==> src/rtl/sprite_palette_arbiter.sv <==
// ---------------------------------------------------------------------------
// sprite_palette_arbiter
//
// Shares one combinational 16-entry x 12-bit sprite palette between two
// fighter sprite renderers (P1 and P2). Each requester offers a 4-bit palette
// index under a valid/ready handshake. A grant selects one requester per
// cycle, and the granted index is registered onto the shared palette
// (stage 1). The palette colour is then registered together with a
// transparency flag and the requester id (stage 2). Responses come out at a
// fixed latency, in grant order, with one response per accepted request.
//
// Ports:
//   Clk             in   system clock, rising edge
//   Reset_n         in   asynchronous active-low reset
//   frame_start     in   one-cycle pulse, returns the preference to P1
//   p1_valid/index  in   P1 request
//   p1_ready        out  P1 accepted this cycle (combinational)
//   p2_valid/index  in   P2 request
//   p2_ready        out  P2 accepted this cycle (combinational)
//   pal_index       out  registered index driven to the shared palette
//   pal_red/green/blue in palette colour, combinational from pal_index
//   rsp_valid       out  one-cycle response strobe
//   rsp_id          out  0 = P1, 1 = P2
//   rsp_red/green/blue out looked-up colour
//   rsp_transparent out  index matched TRANSPARENT_INDEX
//   busy            out  stage 1 or stage 2 holds a valid entry
// ---------------------------------------------------------------------------
module sprite_palette_arbiter #(
    parameter logic [3:0] TRANSPARENT_INDEX = 4'd1,
    parameter int         FIXED_PRIORITY    = 0
) (
    input  logic       Clk,
    input  logic       Reset_n,
    input  logic       frame_start,
    input  logic       p1_valid,
    input  logic [3:0] p1_index,
    output logic       p1_ready,
    input  logic       p2_valid,
    input  logic [3:0] p2_index,
    output logic       p2_ready,
    output logic [3:0] pal_index,
    input  logic [3:0] pal_red,
    input  logic [3:0] pal_green,
    input  logic [3:0] pal_blue,
    output logic       rsp_valid,
    output logic       rsp_id,
    output logic [3:0] rsp_red,
    output logic [3:0] rsp_green,
    output logic [3:0] rsp_blue,
    output logic       rsp_transparent,
    output logic       busy
);

    // Returns 1 when the index is the colour-key (transparent) entry.
    function automatic logic is_transparent(input logic [3:0] idx);
        return (idx == TRANSPARENT_INDEX);
    endfunction

    // Preference pointer: 0 = P1 preferred, 1 = P2 preferred.
    logic       pref_p2_r;

    logic       grant_p1_s;
    logic       grant_p2_s;
    logic       accept_s;
    logic [3:0] grant_index_s;

    logic       s1_valid_r;
    logic       s1_id_r;
    logic [3:0] s1_index_r;

    logic       rsp_valid_r;
    logic       rsp_id_r;
    logic [3:0] rsp_red_r;
    logic [3:0] rsp_green_r;
    logic [3:0] rsp_blue_r;
    logic       rsp_transparent_r;
    logic       busy_r;

    // Grant selection: single requester always wins; contention goes to the
    // preferred side, or to P1 unconditionally in fixed-priority mode.
    always_comb begin
        grant_p1_s = 1'b0;
        grant_p2_s = 1'b0;
        case ({p1_valid, p2_valid})
            2'b10: grant_p1_s = 1'b1;
            2'b01: grant_p2_s = 1'b1;
            2'b11: begin
                if ((FIXED_PRIORITY != 0) || !pref_p2_r) begin
                    grant_p1_s = 1'b1;
                end else begin
                    grant_p2_s = 1'b1;
                end
            end
            default: begin
                grant_p1_s = 1'b0;
                grant_p2_s = 1'b0;
            end
        endcase
    end

    // Index of the granted requester, used to load stage 1.
    always_comb begin
        grant_index_s = p1_index;
        if (grant_p2_s) begin
            grant_index_s = p2_index;
        end else begin
            grant_index_s = p1_index;
        end
    end

    assign accept_s = grant_p1_s | grant_p2_s;
    assign p1_ready = grant_p1_s;
    assign p2_ready = grant_p2_s;

    // Preference pointer: frame_start wins over the grant-based rotation.
    always_ff @(posedge Clk or negedge Reset_n) begin
        if (!Reset_n) begin
            pref_p2_r <= 1'b0;
        end else if (frame_start) begin
            pref_p2_r <= 1'b0;
        end else if (grant_p1_s) begin
            pref_p2_r <= 1'b1;
        end else if (grant_p2_s) begin
            pref_p2_r <= 1'b0;
        end else begin
            pref_p2_r <= pref_p2_r;
        end
    end

    // Stage 1: latch the accepted request; the index holds when idle so the
    // palette address does not toggle needlessly.
    always_ff @(posedge Clk or negedge Reset_n) begin
        if (!Reset_n) begin
            s1_valid_r <= 1'b0;
            s1_id_r    <= 1'b0;
            s1_index_r <= 4'd0;
        end else if (accept_s) begin
            s1_valid_r <= 1'b1;
            s1_id_r    <= grant_p2_s;
            s1_index_r <= grant_index_s;
        end else begin
            s1_valid_r <= 1'b0;
            s1_id_r    <= s1_id_r;
            s1_index_r <= s1_index_r;
        end
    end

    assign pal_index = s1_index_r;

    // Stage 2: capture the palette colour looked up from the stage-1 index.
    always_ff @(posedge Clk or negedge Reset_n) begin
        if (!Reset_n) begin
            rsp_valid_r       <= 1'b0;
            rsp_id_r          <= 1'b0;
            rsp_red_r         <= 4'd0;
            rsp_green_r       <= 4'd0;
            rsp_blue_r        <= 4'd0;
            rsp_transparent_r <= 1'b0;
        end else if (s1_valid_r) begin
            rsp_valid_r       <= 1'b1;
            rsp_id_r          <= s1_id_r;
            rsp_red_r         <= pal_red;
            rsp_green_r       <= pal_green;
            rsp_blue_r        <= pal_blue;
            rsp_transparent_r <= is_transparent(s1_index_r);
        end else begin
            rsp_valid_r       <= 1'b0;
            rsp_id_r          <= rsp_id_r;
            rsp_red_r         <= rsp_red_r;
            rsp_green_r       <= rsp_green_r;
            rsp_blue_r        <= rsp_blue_r;
            rsp_transparent_r <= 1'b0;
        end
    end

    // Busy flag registered from the next-state of both pipeline valids.
    always_ff @(posedge Clk or negedge Reset_n) begin
        if (!Reset_n) begin
            busy_r <= 1'b0;
        end else begin
            busy_r <= accept_s | s1_valid_r;
        end
    end

    assign rsp_valid       = rsp_valid_r;
    assign rsp_id          = rsp_id_r;
    assign rsp_red         = rsp_red_r;
    assign rsp_green       = rsp_green_r;
    assign rsp_blue        = rsp_blue_r;
    assign rsp_transparent = rsp_transparent_r;
    assign busy            = busy_r;

endmodule
==> config.mk <==
export PLATFORM = sky130hd
export DESIGN_NAME = sprite_palette_arbiter
export DESIGN_NICKNAME = d
export VERILOG_FILES = /design/src/rtl/sprite_palette_arbiter.sv
export SDC_FILE = /design/constraint.sdc
export NUM_CORES = 1
export LEC_CHECK = 0
export ABC_CLOCK_PERIOD_IN_PS = 1100
export CORE_MARGIN = 2
export CORE_UTILIZATION = 25
export CTS_CLUSTER_SIZE = 25
export DETAILED_ROUTE_END_ITERATION = 8
export PLACE_DENSITY = 0.61
export SETUP_SLACK_MARGIN = 0.3
export SYNTH_ARGS = -nofsm -noshare
export SYNTH_HDL_FRONTEND = slang
export SYNTH_SLANG_ARGS = --single-unit
==> constraint.sdc <==
create_clock -name Clk -period 1.1 [get_ports Clk]
set_clock_uncertainty 0.05 [all_clocks]
set_input_delay 0.165 -clock Clk [delete_from_list [all_inputs] [get_ports Clk]]
set_output_delay 0.165 -clock Clk [all_outputs]
set_load 0.005 [all_outputs]
======== After elaboration in Yosys (flattened, before gate mapping) ========
Index checks and enable logic that the tools add are counted.
operators by class
  equal/unequal tests ..................... 4
  reductions and logical operators ........ 1
  bitwise logic cells ..................... 2
  mux-type cells .......................... 11
operators by type and width
  cell                  number
  $mux W1               8
  $eq A2 B2 Y1 const B  2
  $eq A4 B1 Y1 const B  1
  $mux W4               1
  $pmux W1 S2           2
  $reduce_bool A3 Y1    1
  $eq A2 B1 Y1 const B  1
  $or A1 B1 Y1          2
storage, ports and cells
  flip-flop bits (word level) ............. 23
  output and inout bits ................... 22

======== Logic depth before layout (Yosys ltp) ========
Gate-level depths: netlist of run 1.
  word-level depth ........................ 5
  mapped depth ............................ 4
  mapped depth without buffers ............ 3

======== Worst setup path after synthesis of run 1 ========
No wires, ideal clock.
  path kind ............................... register to register
  start ................................... register s1_valid_r
  end ..................................... register busy_r, in the netlist busy
  required time ........................... 0.918 ns
  arrival ................................. 0.916 ns
  path buffers ............................ 2
  cell stages (with the launch flop) ...... 4
  period minus slack after synthesis ...... 1.098 ns
  slack ................................... 0.002 ns
  path through ............................ dfrtp_1 buf_6 buf_12 or3_1
between the ends
  cells in the longest elaborated chain, start to end .. 1
RTL lines
  item                    RTL line  source
  start, declared         67        logic s1_valid_r;
  start signal, assigned  134       s1_valid_r <= 1'b0;
  start signal, assigned  138       s1_valid_r <= 1'b1;
  start signal, assigned  142       s1_valid_r <= 1'b0;
  $or A1 B1 Y1            181       busy_r <= accept_s | s1_valid_r;
  end signal, assigned    181
  end, declared           77        logic busy_r;
Every way passes these cells.
A chain may end at the register's enable or synchronous reset.

======== Final worst setup path of run 1 ========
  start ................................... register pref_p2_r
  end ..................................... output p2_ready
between the ends
  cells in the longest elaborated chain, start to end .. 2
RTL lines
  item                    RTL line  source
  start, declared         60        logic pref_p2_r;
  start signal, assigned  126       pref_p2_r <= pref_p2_r;
  $mux W1                 88        if ((FIXED_PRIORITY != 0) || !pref_p2_r) begin
  $pmux W1 S2             84        case ({p1_valid, p2_valid})
  end, declared           40        output logic p2_ready,
Every way passes these cells.

==> flow_summary.yaml, run 1 <==
setup_path:
  cp-start-kind: "flip-flop"
  endpoint_kind: "output port"
  crit_chain: "nor2b_4 -> nor2_4 -> buf_2"
  crit_fanout: 3
  critPathSlowestCell: "dfrtp_2"
  crit_type: "reg2out"
  rr_worst_depth: 5
  reg2reg_to: "pal_index[0]"
  critPathRequiredTime_ns: 0.88
  slowest_delay_ns: 0.44
  rrSetupSlack_ns: -0.13
  startpoint: "pref_p2_r"
  r2r-start: "pref_p2_r"
  crit_end: "p2_ready"
  critPathArrivalTime_ns: 1.01
grt:
  grt_usage: 0.1114
  grt_max_degree: 24
  grt_pass1_vias: 868
  antenna_found_initial: 0
  overflow: 0
  grt_pass1_wl_um: 3801
die:
  row_count: 22
  start_util: 0.2626
  die_w_um: 66.48
  chipHeight_um: 66.48
  dieArea_mm2: 0.004420
  core_area_mm2: 0.003716
  io_pins: 47
clock_network:
  cts-root-buf: "clkbuf_8"
  numCtsBuffers: 3
  clock_path_buffers: 2
  clock_sinks: 23
  clkSlewWorstSetupHoldPaths_ns: 0.08
  clk_latency_ns: 0.25
  cts_tree: "built"
  h-tree-depth: 1
layout:
  final_cells: 195
  syn2layout_area_growth_pct: 75.77
  drive_gt1_frac: 0.4966
  num_antenna_cells: 0
  final_util: 0.4616
  nNetsFinal: 173
synth:
  synth-seq-cells: 23
  synth-compound-area-share: 0.1051
  synth-seq-area-share: 0.5897
  synth_xor_xnor_area_share: 0
  synth_area_leaders: "dfrtp_1, mux2_4, mux2_2"
  avgSynthCellArea_um2: 13.75
  synthSimpleGateAreaFrac: 0.07949
  ys_types: 18
  syn_area_um2: 975.9
  yosysWarnings: 0
  yosysTopAreaCellShare: 0.5897
  synth_mux_area_frac: 0.1808
  synth_top_family_by_area: "multiplexers"
  yosysTopAreaCell: "dfrtp_1"
  synthAdderAreaFrac: 0
  netlist_instances: 71
  syn-num-nets: 96
placed_design:
  hpwl_um: 1685
  port_buffers: 46
  gp_congestion: 0.7710
  placed_cells: 177
  dp_worst_setup_slack_ns: -0.5596
timing:
  setup-tns-final_ns: -0.7631
  finalWorstSetupSlack_ns: -0.1294
  max_freq_ghz: 0.8134
  final-hold-violation-count: 0
  period_needed_ns: 1.229
  final-setup-viol-count: 16
  slew_violations: 0
  rsz0062_at_grt: "yes"
  worstMarginPinSlew_ns: 0.1996
  fin_crit_sh: 1.118
  relSlewSlack: 0.8658
hold_path:
  min_path_type: "in2async"
outcome:
  status: "finished with violations"
  violations: "setup timing"
routing:
  wire_per_inst_um: 12.39
  viasPerCell: 4.179
  ant_nets: 0
  drt_iter0_drc: 22
  wl_um: 2416
  first_pass_iters: 3
  vias: 815
  drc: 0
power_and_ir_drop:
  power_mw: 1.970
  power_leakage_nw: 0.8439
  vdd_drop_max_v: 0.0004065
  power.density_mw_per_mm2: 1148
run:
  drv_cap: 0
-- kinds of logic (layout without fill, tap and decap cells) --
family / after synthesis / after routing
flip-flops: 23 / 23
AO/OA/AOI/OAI: 15 / 15
AND/OR/NAND/NOR: 15 / 15
multiplexers: 13 / 13
buffers and inverters: 5 / 81
-- routing by layer --
metal	wire, um	global-route usage	up-vias	part of all wire
met5	0	0	-	0
met1	1055	0.1312	382	0.44
met4	5	0.03061	0	0.0021
met2	1157	0.1988	33	0.48
met3	198	0.02872	2	0.082
li1	-	-	398	-
-- placed cells by master, fill, tap and decap left out, drive strengths merged --
cell and count:
a21boi 4, a21o 1, a21oi 2, and4b 1
buf 50, clkbuf 5, clkdlybuf4s50 22, dfrtp 23
dlygate4sd2 2, inv 2, mux2 13, nand2 9
nor2 3, nor2b 1, o21ai 4, o22a 4
or3 1
-- per-stage QoR --
step,instance area (um^2),hold slack [ns]
detailed placement,1603,0.4211
CTS,1665,0.2173
floorplan,980.9,-0.1806
global placement,1603,0.4202
finish,1715,0.2188
global route,1715,0.2241
-- worst min path at each step --
stage	from	to	slack, ns	depth (start not counted)
after CTS	Reset_n	rsp_green[1]	0.22	2
after global routing	Reset_n	rsp_green[3]	0.22	2
after detailed placement	s1_id_r	s1_id_r	0.42	1
after global placement	s1_id_r	s1_id_r	0.42	1
final	Reset_n	rsp_valid	0.22	2
after floorplan	Reset_n	busy	-0.18	0
-- critical path: cells and delay by family, from the launching register on --
family | cells | cell delay, ns
buf+inv | 1 | 0.12
simple gates | 2 | 0.20
flops | 1 | 0.44
-- synthesized netlist by cell type --
| cell | n |
|---|---|
| dfrtp_1 | 23 |
| nand2_1 | 9 |
| mux2_4 | 8 |
| mux2_2 | 5 |
| a21boi_0 | 4 |
| o21ai_1 | 4 |
| o22a_1 | 4 |
| a21oi_1 | 2 |
| inv_1 | 2 |
| nor2_1 | 2 |
| a21o_1 | 1 |
| and4b_1 | 1 |
| buf_12 | 1 |
| buf_2 | 1 |
| buf_6 | 1 |
| nor2_2 | 1 |
| nor2b_4 | 1 |
| or3_1 | 1 |
-- flip-flops by register name (all words and copies together) (netlist names) --
register         flops
pal_index            4
rsp_blue             4
rsp_green            4
rsp_red              4
busy                 1
pref_p2_r            1
rsp_id               1
rsp_transparent      1
rsp_valid            1
s1_id_r              1
s1_valid_r           1
-- where the power goes --
group,internal [mW],switching (mW),leakage [nW]
combinational,0.343,0.175,0.555
clock,0.257,0.239,0.0228
sequential,0.918,0.0379,0.266
total,1.52,0.452,0.844
-- what timing repair did --
item / CTS / global route
gates cloned: 1 / 0
hold buffers: 0 / 0
setup endpoints to repair: 44 / 43
resized for setup: 98 / 7
setup buffers: 9 / 4
pin swaps: 4 / 3
-- layout make-up --
type	count	area [um^2]
Fill cell	355	2001
Timing Repair Buffer	75	630.6
Sequential cell	23	576.8
Multi-Input combinational cell	43	395.4
Tap cell	48	60.06
Clock buffer	4	45.04
Inverter	2	7.507
No activity file was read; power rests on OpenSTA's default activity.
==> run 2, diff against run 1 <==
- ABC_AREA: default -> 1
==> flow_summary.yaml, run 2 <==
placed_design:
  gp_congestion: 0.7751
  port_buffers: 46
  hpwl_um: 1626
  placed_cells: 210
synth:
  syn_area_um2: 932.1
  synth-seq-area-share: 0.6174
  synthSimpleGateAreaFrac: 0.3074
  synthAdderAreaFrac: 0
  synth_ff_type: "dfrtp_1"
  synth_top_family_by_area: "simple AND/OR/NAND/NOR gates"
  avgSynthCellArea_um2: 8.963
  synth_mux_area_frac: 0
  synth-seq-cells: 23
  ys_types: 15
  yosysWarnings: 0
  synthTopCellsByCount: "nand2_1, dfrtp_1, inv_1, nand3_1, nor2_1"
  yosysTopAreaCellShare: 0.6174
  syn-num-nets: 129
  yosysTopAreaCell: "dfrtp_1"
  synth_async_sr_flop_share: 1.000
  synth_edf_count: 0
  synth_area_leaders: "dfrtp_1, nand2_1, nand3_1"
  synth_most_common_cell: "nand2_1"
  synth-compound-area-share: 0.02282
  synth_xor_xnor_area_share: 0
  netlist_instances: 104
timing:
  slew_violations: 0
  whs_ns: 0.2216
  worstMarginPinSlew_ns: 0.2377
  finalWorstSetupSlack_ns: -0.1253
  rsz0062_at_grt: "yes"
  fin_crit_sh: 1.114
  final-setup-viol-count: 9
  final-hold-violation-count: 0
  relSlewSlack: 0.8415
  period_needed_ns: 1.225
  max_freq_ghz: 0.8161
grt:
  gr-usage-met1: 0.1551
  grt_max_degree: 24
  overflow: 0
  met3_usage: 0.03472
  antenna_found_initial: 0
  use_met2: 0.2294
  grt_pass1_wl_um: 4305
  grt_busiest_layer: "met2"
  grt_usage: 0.1296
  grt_pass1_vias: 987
die:
  io_pins: 47
  dieArea_mm2: 0.004233
  core_area_mm2: 0.003633
  die_w_um: 65.06
  chipHeight_um: 65.06
  row_count: 22
  start_util: 0.2565
routing:
  wire_per_inst_um: 11.54
  drt_iter0_drc: 17
  vias: 961
  viasPerCell: 4.089
  wl_um: 2713
  drc: 0
  ant_nets: 0
  first_pass_iters: 4
clock_network:
  numCtsBuffers: 3
  cts_tree: "built"
  clkSlewWorstSetupHoldPaths_ns: 0.08
  clk_latency_ns: 0.25
  cts-root-buf: "clkbuf_8"
  h-tree-depth: 1
  clock_path_buffers: 2
  clock_sinks: 23
layout:
  syn2layout_area_growth_pct: 100.9
  layout_common_cells: "nand2_2, nand2_1, dfrtp_1, clkdlybuf4s50_1, buf_2"
  drive_gt1_frac: 0.5508
  final_cells: 235
  nNetsFinal: 213
  fillers: 363
  num_antenna_cells: 0
  final_util: 0.5155
setup_path:
  slowest_delay_ns: 0.37
  cp-start-kind: "flip-flop"
  crit_fanout: 7
  endpoint_kind: "flip-flop"
  crit_type: "reg2reg"
  crit_chain: "inv_2 -> buf_6 -> buf_6 -> nand2_8 -> nand2_8 -> buf_4 -> nand3_2 -> nand3_2"
  critPathRequiredTime_ns: 1.19
  critPathArrivalTime_ns: 1.32
  critPathSlowestCell: "dfrtp_1"
power_and_ir_drop:
  power.density_mw_per_mm2: 1125
  vdd_drop_max_v: 0.0004242
  power_leakage_nw: 0.9480
  power_mw: 2.107
run:
  drv_cap: 0
outcome:
  violations: "setup timing"
  status: "finished with violations"
hold_path:
  min_path_type: "in2async"
run 2: changes by cell type in the layout (fill, tap and decap cells not counted), sizes merged, moves of 2 or more:
cell | previous run | this run
a21boi | 4 | 1
buf | 50 | 56
nand3 | 0 | 7
clkinv | 0 | 2
mux2 | 13 | 0
nor2 | 3 | 5
o21ai | 4 | 2
a21oi | 2 | 0
nand2 | 9 | 51
o22a | 4 | 0
inv | 2 | 8
run 2: kinds of logic after synthesis:
group / after synthesis
flip-flops: 23
AND/OR/NAND/NOR: 66
buffers and inverters: 12
AO/OA/AOI/OAI: 3
run 2: worst paths after layout:
check                                  from            to  slack [ns]  cells past startpoint
worst max-delay path              pref_p2_r  pal_index[2]       -0.13                      8
worst min-delay path                Reset_n  rsp_green[3]        0.22                      2
worst max register to register    pref_p2_r  pal_index[2]       -0.13                      8
worst min register to register  rsp_blue[3]   rsp_blue[3]        0.43                      2
max in group asynchronous           Reset_n    s1_valid_r        0.63                      2
min in group Clk                pal_blue[1]   rsp_blue[1]        0.40                      3
run 2: power breakdown:
part	internal (mW)	leakage (nW)	switching [mW]
Clock	0.257	0.0228	0.240
Sequential	0.928	0.272	0.0486
Combinational	0.362	0.653	0.271
Total	1.55	0.948	0.559
run 2: metal layers:
metal / part of all wire / vias to the layer above
met5: 0 / -
met4: 0 / 0
met3: 0.077 / 0
met2: 0.54 / 39
met1: 0.38 / 438
li1: - / 484
run 2: worst max-delay path: cells and delay by family, from the launching register on:
family                 cells  cell delay, ns
buffers and inverters      4            0.42
DFF                        1            0.37
and+or+nand+nor            4            0.27
run 2: through the flow:
step | setup WS, ns | TNS [ns] | area (um^2)
2_1_floorplan | 0.1722 | 0 | 944.7
3_3_place_gp | -0.5045 | -2.748 | 1560
3_5_place_dp | -0.5100 | -3.009 | 1560
4_1_cts | -0.1389 | -0.7343 | 1659
5_1_grt | -0.1913 | -1.288 | 1873
6_report | -0.1253 | -0.7209 | 1873
run 2: area by class of cell:
type | count | area, um^2 | share of cell area
tap | 48 | 60.06 | 0.03206
clock buffer | 4 | 45.04 | 0.02405
inverter | 10 | 55.05 | 0.02939
timing repair inverter | 1 | 7.507 | 0.004008
sequential | 23 | 576.8 | 0.3079
multi-input combinational | 69 | 464.2 | 0.2478
timing repair buffer | 80 | 664.4 | 0.3547
run 2: timing repair:
item                                    CTS  global route
resized for setup                       117            35
pin swaps                                10            21
endpoints found under the setup margin   44            45
buffers inserted                          9            10
cloned                                    2             0
hold buffers                              0             0
